`src/rtl/hazard_seq_ctrl_if.sv`:
```
// Hazard sequencer bus: request lines from the pipeline and the
// stage enable/flush controls plus the stall statistic back to it.
interface hazard_seq_ctrl_if #(
    parameter int CNT_W = 16
);
    logic             fwd_stall;
    logic             branch_taken;
    logic             md_start;
    logic             cnt_clr;
    logic             pc_en;
    logic             ifid_en;
    logic             ifid_flush;
    logic             idex_en;
    logic             idex_flush;
    logic             md_busy;
    logic [CNT_W-1:0] stall_count;

    // Pipeline side: raises hazard requests, obeys the stage controls.
    modport master (
        output fwd_stall,
        output branch_taken,
        output md_start,
        output cnt_clr,
        input  pc_en,
        input  ifid_en,
        input  ifid_flush,
        input  idex_en,
        input  idex_flush,
        input  md_busy,
        input  stall_count
    );

    // Controller side: reads the requests, drives the stage controls.
    modport slave (
        input  fwd_stall,
        input  branch_taken,
        input  md_start,
        input  cnt_clr,
        output pc_en,
        output ifid_en,
        output ifid_flush,
        output idex_en,
        output idex_flush,
        output md_busy,
        output stall_count
    );
endinterface

```
`src/rtl/hazard_seq_ctrl.sv`:
```
// Pipeline hazard sequencer: arbitrates multi-cycle mult/div occupancy,
// forwarding stalls and taken-branch squashes into per-stage enables and
// flushes, and keeps a saturating count of cycles the PC was frozen.
module hazard_seq_ctrl #(
    parameter int MD_LATENCY = 4,
    parameter int CNT_W      = 16
) (
    input  logic              clk,
    input  logic              rst_n,
    hazard_seq_ctrl_if.slave  bus
);

    typedef enum logic {
        RUN     = 1'b0,
        MD_WAIT = 1'b1
    } state_t;

    // The accepting RUN cycle is the first busy cycle, so the wait state
    // only has to cover the remaining MD_LATENCY-1 cycles.
    localparam logic [3:0] MD_INIT = 4'(MD_LATENCY - 1);

    state_t           state_q;
    state_t           state_d;
    logic [3:0]       md_cnt_q;
    logic [3:0]       md_cnt_d;
    logic [CNT_W-1:0] stall_q;

    logic pc_en_c;
    logic ifid_en_c;
    logic ifid_flush_c;
    logic idex_en_c;
    logic idex_flush_c;
    logic md_busy_c;

    // State and mult/div countdown registers; reset aborts any op in flight.
    always_ff @(posedge clk or negedge rst_n) begin
        if (!rst_n) begin
            state_q  <= RUN;
            md_cnt_q <= 4'd0;
        end else begin
            state_q  <= state_d;
            md_cnt_q <= md_cnt_d;
        end
    end

    // Next-state and Mealy stage controls; priority is mult/div, then the
    // forwarding stall, then the taken branch.
    always_comb begin
        state_d      = state_q;
        md_cnt_d     = md_cnt_q;
        pc_en_c      = 1'b1;
        ifid_en_c    = 1'b1;
        ifid_flush_c = 1'b0;
        idex_en_c    = 1'b1;
        idex_flush_c = 1'b0;
        md_busy_c    = 1'b0;

        case (state_q)
            RUN: begin
                if (bus.md_start) begin
                    pc_en_c   = 1'b0;
                    ifid_en_c = 1'b0;
                    idex_en_c = 1'b0;
                    md_busy_c = 1'b1;
                    state_d   = MD_WAIT;
                    md_cnt_d  = MD_INIT;
                end else if (bus.fwd_stall) begin
                    // Hold IF and ID; push a bubble into EX. A concurrent
                    // branch is seen again next cycle since ID is held.
                    pc_en_c      = 1'b0;
                    ifid_en_c    = 1'b0;
                    idex_flush_c = 1'b1;
                end else if (bus.branch_taken) begin
                    ifid_flush_c = 1'b1;
                end
            end
            MD_WAIT: begin
                // Whole front end frozen; new requests are not looked at.
                pc_en_c   = 1'b0;
                ifid_en_c = 1'b0;
                idex_en_c = 1'b0;
                md_busy_c = 1'b1;
                md_cnt_d  = md_cnt_q - 4'd1;
                if (md_cnt_q == 4'd1) begin
                    state_d = RUN;
                end
            end
            default: begin
                state_d  = RUN;
                md_cnt_d = 4'd0;
            end
        endcase
    end

    // Saturating stall-cycle counter; clear wins over increment.
    always_ff @(posedge clk or negedge rst_n) begin
        if (!rst_n) begin
            stall_q <= '0;
        end else if (bus.cnt_clr) begin
            stall_q <= '0;
        end else if (!pc_en_c && (stall_q != {CNT_W{1'b1}})) begin
            stall_q <= stall_q + 1'b1;
        end
    end

    // Every control is held low for as long as reset is asserted.
    assign bus.pc_en       = rst_n & pc_en_c;
    assign bus.ifid_en     = rst_n & ifid_en_c;
    assign bus.ifid_flush  = rst_n & ifid_flush_c;
    assign bus.idex_en     = rst_n & idex_en_c;
    assign bus.idex_flush  = rst_n & idex_flush_c;
    assign bus.md_busy     = rst_n & md_busy_c;
    assign bus.stall_count = stall_q;

endmodule
```
`src/flat_wrapper.sv`:
```
// flat-port wrapper written by rule: the top's interface ports become plain ports
module hazard_seq_ctrl_flat 
#(
    parameter int MD_LATENCY = 4,
    parameter int CNT_W      = 16
)
  (clk, rst_n, bus_fwd_stall, bus_branch_taken, bus_md_start, bus_cnt_clr, bus_pc_en, bus_ifid_en, bus_ifid_flush, bus_idex_en, bus_idex_flush, bus_md_busy, bus_stall_count);
  hazard_seq_ctrl_if #(.CNT_W(CNT_W)) bus_i ();
  input  logic clk;
  input  logic rst_n;
  input wire logic [$bits(bus_i.fwd_stall)-1:0] bus_fwd_stall;
  input wire logic [$bits(bus_i.branch_taken)-1:0] bus_branch_taken;
  input wire logic [$bits(bus_i.md_start)-1:0] bus_md_start;
  input wire logic [$bits(bus_i.cnt_clr)-1:0] bus_cnt_clr;
  output wire logic [$bits(bus_i.pc_en)-1:0] bus_pc_en;
  output wire logic [$bits(bus_i.ifid_en)-1:0] bus_ifid_en;
  output wire logic [$bits(bus_i.ifid_flush)-1:0] bus_ifid_flush;
  output wire logic [$bits(bus_i.idex_en)-1:0] bus_idex_en;
  output wire logic [$bits(bus_i.idex_flush)-1:0] bus_idex_flush;
  output wire logic [$bits(bus_i.md_busy)-1:0] bus_md_busy;
  output wire logic [$bits(bus_i.stall_count)-1:0] bus_stall_count;
  assign bus_i.fwd_stall = bus_fwd_stall;
  assign bus_i.branch_taken = bus_branch_taken;
  assign bus_i.md_start = bus_md_start;
  assign bus_i.cnt_clr = bus_cnt_clr;
  assign bus_pc_en = bus_i.pc_en;
  assign bus_ifid_en = bus_i.ifid_en;
  assign bus_ifid_flush = bus_i.ifid_flush;
  assign bus_idex_en = bus_i.idex_en;
  assign bus_idex_flush = bus_i.idex_flush;
  assign bus_md_busy = bus_i.md_busy;
  assign bus_stall_count = bus_i.stall_count;
  hazard_seq_ctrl #(.MD_LATENCY(MD_LATENCY), .CNT_W(CNT_W)) u_core (.clk(clk), .rst_n(rst_n), .bus(bus_i));
endmodule
```
`config.mk`:
```
export PLATFORM = sky130hd
export DESIGN_NAME = hazard_seq_ctrl_flat
export DESIGN_NICKNAME = d
export VERILOG_FILES = /design/src/rtl/hazard_seq_ctrl_if.sv /design/src/rtl/hazard_seq_ctrl.sv /design/src/flat_wrapper.sv
export SDC_FILE = /design/constraint.sdc
export NUM_CORES = 1
export LEC_CHECK = 0
export ABC_AREA = 1
export CAP_MARGIN = 10
export CORE_MARGIN = 4
export CORE_UTILIZATION = 40
export CTS_CLUSTER_DIAMETER = 120
export DETAILED_ROUTE_END_ITERATION = 8
export MAX_ROUTING_LAYER = met4
export PLACE_DENSITY = 0.73
export SETUP_SLACK_MARGIN = 0.5
export SLEW_MARGIN = 15
export SYNTH_ARGS = -nofsm -noshare
export SYNTH_HDL_FRONTEND = slang
export SYNTH_SLANG_ARGS = --single-unit
```
`constraint.sdc`:
```
create_clock -name clk -period 3.1 [get_ports clk]
set_input_delay 0.62 -clock clk [delete_from_list [all_inputs] [get_ports clk]]
set_output_delay 0.62 -clock clk [all_outputs]
set_load 0.05 [all_outputs]
```
==> results of run 1 <==
-- flip-flops by register name, indices dropped and copies added, names as in the netlist --
| name | count |
|---|---|
| u_core.state_q | 1 |
| u_core.md_cnt_q | 4 |
| u_core.bus.stall_count | 16 |
-- cell type report --
| type | count | area [um^2] |
|---|---|---|
| Clock buffer | 3 | 22.5 |
| Clock inverter | 1 | 5.00 |
| Fill cell | 301 | 1390 |
| Inverter | 18 | 67.6 |
| Multi-Input combinational cell | 137 | 679 |
| Sequential cell | 21 | 526 |
| Tap cell | 44 | 55.1 |
| Timing Repair Buffer | 28 | 338 |
-- routing by layer --
layer  global-route usage (%)  part of all wire [%]  up-vias
met4                     3.63                  0.49        0
met3                     4.85                   7.6        2
met2                     21.6                    41       40
met1                     21.6                    50      552
met5                        -                     0        -
li1                         -                     -      633
-- stage by stage --
| step | hold slack, ns | utilization [%] | instances | worst slack, ns | total power, uW |
|---|---|---|---|---|---|
| finish | 0.533 | 55.0 | 252 | 0.608 | 765 |
| floorplan | 0.324 | - | 181 | 0.604 | 546 |
| global placement | 0.498 | 54.1 | 248 | 0.609 | 626 |
| detailed placement | 0.504 | 54.1 | 248 | 0.608 | 629 |
| CTS | 0.525 | 55.0 | 252 | 0.593 | 771 |
| global route | 0.553 | 55.0 | 252 | 0.547 | 817 |
-- worst max path at each step --
stage	startpoint	end	slack [ns]	depth (start not counted)
floorplan	bus_md_start	bus_pc_en	0.60	4
global placement	bus_md_start	bus_pc_en	0.61	5
detailed placement	bus_md_start	bus_pc_en	0.61	5
CTS	bus_md_start	bus_pc_en	0.59	5
global route	bus_md_start	bus_pc_en	0.55	5
finish	bus_md_start	bus_pc_en	0.61	5
-- placed cells by master (no fill, tap or decap), drive strengths merged, types with 4 or more instances in the layout --
cell            n
nand2          63
xor2            5
buf             7
clkdlybuf4s50  21
nand3          10
inv            17
a21oi           5
nor2           29
o21ai           4
dfrtp          21
nand4           6
-- worst max-delay path: stages --
cell and delay, ns:
sky130_fd_sc_hd__clkdlybuf4s50_1 0.46, sky130_fd_sc_hd__nor2_4 0.16, sky130_fd_sc_hd__nand2_2 0.12, sky130_fd_sc_hd__nor2_1 0.32, sky130_fd_sc_hd__buf_12 0.19
-- power breakdown --
group	internal, uW	switching, uW	total, uW
Clock	48.3	94.0	142
Combinational	107	155	262
Sequential	316	44.4	360
Total	472	293	765
-- logic make-up after synthesis --
| kind of cell | after synthesis | share of synthesized area, % |
|---|---|---|
| buffers and inverters | 23 | 7.70 |
| flip-flops | 21 | 40.4 |
| AO/OA/AOI/OAI | 15 | 6.74 |
| XOR/XNOR | 5 | 3.37 |
| adder cells (fa/ha/maj) | 3 | 2.89 |
| multiplexers | 1 | 0.866 |
| AND/OR/NAND/NOR | 113 | 38.0 |
==> reports/metrics.cfg, run 1 <==
[global_routing]
grt_antenna_before_repair = 0
via_count_of_the_first_global_routing_pass = 1136
grt.total_usage_pct = 15.4
overflow = 0
wire_length_of_the_first_global_routing_pass_mm = 5.00
grt_start_max_net_pins = 22

[die]
design.core.area_mm2 = 0.00308
num_io_pins = 28
die_area_mm2 = 0.00423
die_w_um = 65.0
initial_core_util_pct = 42.2
floorplan.rows = 20
chipHeight_um = 65.0

[final_layout]
ant_diodes = 0
design.final.nets = 218
post-route-cell-area_mm2 = 0.00169
syn_to_final_growth_pct = 30.2
drive_gt1_share_pct = 11.1

[power_and_ir_drop]
power-per-cell-area_mw_per_mm2 = 452
power.static_leakage_uw = 0.000752
ir_drop_v = 0.000350

[setup_path]
reg2reg_slack_ns = 1.18
timing.critical_path.arrival_ns = 1.87
worst_r2r_path_depth = 9
endpoint_kind = output port
rr_startpoint = u_core.bus.stall_count[0]$_DFFE_PN0P_
crit_fanout = 6
critical_path_class = primary input to output port
crit-reg2reg-capture = u_core.bus.stall_count[8]$_DFFE_PN0P_
worstSetupStartpointType = primary input
critical_path_required_ns = 2.48

[placement]
detailed_place.area_mm2 = 0.00167
io_buffer_count = 27
gpl.final_weighted_congestion = 0.836
post-dp-hpwl_mm = 2.08

[run]
maxcap_violations = 0

[synthesis]
synth_flop_cell = sky130_fd_sc_hd__dfrtp_1
synth_top_cell_by_area = sky130_fd_sc_hd__dfrtp_1
synth_most_common_cell = sky130_fd_sc_hd__nand2_1
ys_seq_elements = 21
yosysWarningCount = 0
netlist_top_cells_area = sky130_fd_sc_hd__dfrtp_1, sky130_fd_sc_hd__nand2_1, sky130_fd_sc_hd__nor2_1
async_reset_ff_share_pct = 100
avgSynthCellArea_um2 = 7.18
yosysSeqAreaShare_pct = 40.4
synth_commonest_cells = sky130_fd_sc_hd__nand2_1, sky130_fd_sc_hd__nor2_1, sky130_fd_sc_hd__dfrtp_1, sky130_fd_sc_hd__inv_1, sky130_fd_sc_hd__nand3_1
synth_top_area_share_pct = 40.4
syn_area_mm2 = 0.00130
synth.lib_cells_used.distinct = 29
synth.net_count = 190
post_synth_inst_count = 181
post_synth_edffs = 0

[clock_tree]
tritoncts = done
cts_num_sinks = 21
clockBufferDepth = 2
root_buffer = sky130_fd_sc_hd__clkbuf_4
cts.repair.resized = 0
clkSlewWorstSetupHoldPaths_ns = 0.13
cts-hold-fix-buffers = 0
htreeDepth = 1
cts_buffers = 3
clkLatencyLatePin_ns = 0.32
cts_setup_buffers = 0

[route]
residual_antenna_violating_net_count_after_detailed_routing = 0
wl_per_cell_um = 11.3
num_vias = 1227
drt_wl_total_mm = 2.85
route.detailed.vias_per_inst = 4.87
drc = 0
drtIter0Drc = 96
drtPass1Iterations = 5

[sta]
slew_violations = 0
timing.max_slew.rel_slack_pct = 62.8
final_setup_fails = 0
post-route-min-period_ns = 2.49
max_freq_mhz = 401
finalHoldViolations = 0
finalSetupTns_ns = 0
worstMarginPinSlew_ns = 0.557
unrepaired_setup_endpoints_after_global_routing = no
post-route-period-util_pct = 80.4
finClkSkew_ns = 0.00710

[hold_path]
min-delay-start = u_core.md_cnt_q[2]$_DFFE_PN0P_
timing.hold.worst_path_depth = 1
min_delay_worst_endpoint = u_core.md_cnt_q[2]$_DFFE_PN0P_
worst_hold_path_type = register to register

[status]
status = completed

(Power assumes the default switching activity.)
==> run 2, diff against run 1 <==
==> constraint.sdc (replaced) <==
create_clock -name clk -period 2.6 [get_ports clk]
set_input_delay 0.52 -clock clk [delete_from_list [all_inputs] [get_ports clk]]
set_output_delay 0.52 -clock clk [all_outputs]
set_load 0.05 [all_outputs]
==> reports/metrics.cfg, run 2 (synthesis gave the netlist of run 1 again) <==
[clock_tree]
clkSlewWorstSetupHoldPaths_ns = 0.11  ; -0.02 ns
clkLatencyLatePin_ns = 0.30  ; -0.02 ns
root_buffer = sky130_fd_sc_hd__clkbuf_4
cts_num_sinks = 21  ; unchanged
tritoncts = done
clockBufferDepth = 2  ; unchanged
cts_buffers = 3  ; unchanged
htreeDepth = 1  ; unchanged

[power_and_ir_drop]
power.static_leakage_uw = 0.000903  ; +20%
internal-power_uw = 568  ; +20%
power-per-cell-area_mw_per_mm2 = 525  ; +16%
ir_drop_v = 0.000422  ; +21%
power.switching_uw = 341  ; +16%
clock_power_share_pct = 17.2  ; -1.4 points
swShare_pct = 37.5  ; -0.84 points
seq_power_share_pct = 47.4  ; +0.3 points
combPwrFrac_pct = 35.4  ; +1.1 points

[die]
die_w_um = 65.0  ; unchanged
chipHeight_um = 65.0  ; unchanged
num_io_pins = 28  ; unchanged
design.core.area_mm2 = 0.00308  ; unchanged
initial_core_util_pct = 42.2  ; unchanged
die_area_mm2 = 0.00423  ; unchanged
floorplan.rows = 20  ; unchanged

[final_layout]
ant_diodes = 0  ; unchanged
finish.cell_count_without_fillers = 254  ; +0.79%
fillerInstances = 321  ; +6.6%
most_common_library_cell_in_the_layout_ignoring_fill_and_taps = sky130_fd_sc_hd__nand2_1
multi_input_area_um2 = 706  ; +3.9%
largest_reg_flops = 16  ; unchanged
drive_gt1_share_pct = 13.3  ; +2.3 points
layout.cells.most_common_list = sky130_fd_sc_hd__nand2_1, sky130_fd_sc_hd__nor2_1, sky130_fd_sc_hd__dfrtp_1
postLayoutCoreUtil_pct = 56.3  ; +1.3 points
design.final.nets = 220  ; +0.92%
syn_to_final_growth_pct = 33.2
final-seq-area_um2 = 526  ; unchanged

[setup_path]
critPathBufInv = 2  ; unchanged
endpoint_kind = output port
rr_startpoint = u_core.bus.stall_count[0]$_DFFE_PN0P_
timing.critical_path.arrival_ns = 1.48  ; -0.39 ns
crit_fanout = 8  ; +2
crit_family = flip-flops
slowest_delay_ns = 0.50  ; +0.04 ns
path_cells = nor2_4 > inv_2 > nor3_2 > buf_12
critical_path_class = register to output port
worstSetupStartpointType = register
critPathLaunch = u_core.state_q$_DFF_PN0_
cpMaxStageDelayCell = sky130_fd_sc_hd__dfrtp_1
critical_path_required_ns = 2.08  ; -0.40 ns

[sta]
finalSetupTns_ns = 0  ; unchanged
post-route-min-period_ns = 2.00
slew_violations = 0  ; unchanged
timing.max_slew.rel_slack_pct = 65.7  ; +2.9 points
finClkSkew_ns = 0.00213  ; -0.00497 ns
fin_hold_ws_ns = 0.304  ; -0.229 ns
max_freq_mhz = 499
finalHoldViolations = 0  ; unchanged
unrepaired_setup_endpoints_after_global_routing = no
postLayoutSetupSlackWorst_ns = 0.595  ; -0.0124 ns
final_setup_fails = 0  ; unchanged
post-route-period-util_pct = 77.1
worstMarginPinSlew_ns = 0.513  ; -0.0442 ns

[status]
status = completed

[route]
drtIter0Drc = 59  ; -39%
residual_antenna_violating_net_count_after_detailed_routing = 0  ; unchanged
route.detailed.vias_per_inst = 4.67  ; -4.1%
drt_wl_total_mm = 2.83  ; -0.63%
num_vias = 1186  ; -3.3%
wl_per_cell_um = 11.1  ; -1.4%
drtPass1Iterations = 4  ; -1
drc = 0  ; unchanged

[hold_path]
worst_hold_path_type = primary input to async pin

[global_routing]
wire_length_of_the_first_global_routing_pass_mm = 5.12  ; +2.5%
grt_antenna_before_repair = 0  ; unchanged
overflow = 0  ; unchanged
grt.total_usage_pct = 15.6  ; +0.24 points
via_count_of_the_first_global_routing_pass = 1184  ; +4.2%
grt_start_max_net_pins = 22  ; unchanged

[run]
maxcap_violations = 0  ; unchanged

[placement]
gpl.final_weighted_congestion = 0.855  ; +2.2%
place_inst = 249  ; +0.40%
io_buffer_count = 27  ; unchanged
placement.setup.worst_slack_ns = 0.381  ; -0.227 ns
post-dp-hpwl_mm = 2.17  ; +4.4%

==> run 2: cell types whose count changed in the layout (fill, tap and decap cells not counted), sizes merged <==
cell	before	now
dlygate4sd2	0	13
clkinv	2	1
clkbuf	3	4
clkdlybuf4s50	21	3
buf	7	9
dlymetal6s2s	0	5
==> run 2: worst paths after layout <==
kind | endpoint | slack, ns | cells past startpoint
hold reg to reg | u_core.md_cnt_q[2]$_DFFE_PN0P_ | 0.53 | 1
setup reg to reg | u_core.bus.stall_count[2]$_DFFE_PN0P_ | 0.87 | 9
max in group asynchronous | u_core.state_q$_DFF_PN0_ | 2.07 | 2
hold / removal | u_core.bus.stall_count[2]$_DFFE_PN0P_ | 0.30 | 2
setup / recovery | bus_idex_flush | 0.60 | 4
min in group clk | u_core.md_cnt_q[2]$_DFFE_PN0P_ | 0.53 | 1
==> run 2: area by class of cell <==
class                           count  area share [%]
Tap cell                           44            3.18
Multi-Input combinational cell    137            40.8
Timing Repair Buffer               30            20.2
Inverter                           18            4.05
Clock buffer                        4            1.52
Sequential cell                    21            30.3
==> run 2: power by group through the flow <==
stage / registers (uW) / clock network (uW) / logic, uW
after floorplan: 444 / 0 / 209
after global placement: 435 / 0 / 315
after detailed placement: 434 / 0 / 321
after CTS: 429 / 164 / 325
after global routing: 437 / 175 / 364
final: 431 / 157 / 321
==> run 2: worst register-to-register path, cell delays in order, from the launching register on <==
cell	delay, ns
sky130_fd_sc_hd__dfrtp_1	0.44
sky130_fd_sc_hd__ha_1	0.23
sky130_fd_sc_hd__nand2_1	0.15
sky130_fd_sc_hd__nor2_4	0.06
sky130_fd_sc_hd__nand2_2	0.12
sky130_fd_sc_hd__nor2_2	0.06
sky130_fd_sc_hd__nor2_2	0.24
sky130_fd_sc_hd__buf_4	0.22
sky130_fd_sc_hd__nand4_1	0.08
sky130_fd_sc_hd__nand2_1	0.08
==> run 2: metrics by stage <==
step | total power, uW | instance area (um^2)
detailed placement | 755 | 1680
global route | 976 | 1730
floorplan | 653 | 1310
CTS | 919 | 1710
finish | 909 | 1730
global placement | 751 | 1680
==> run 2: repair_timing <==
action	in CTS	in global routing
hold buffers	0	0
endpoints found under the setup margin	16	6
buffers inserted	1	0
pin swaps	4	1
resized for setup	17	7
==> run 2: layer usage <==
layer	global-route usage [%]	share of wire (%)	up-vias
met5	-	0	-
met4	6.22	1.8	0
met3	2.43	4.3	5
met2	22.2	42	26
met1	22.2	52	520
li1	-	-	635
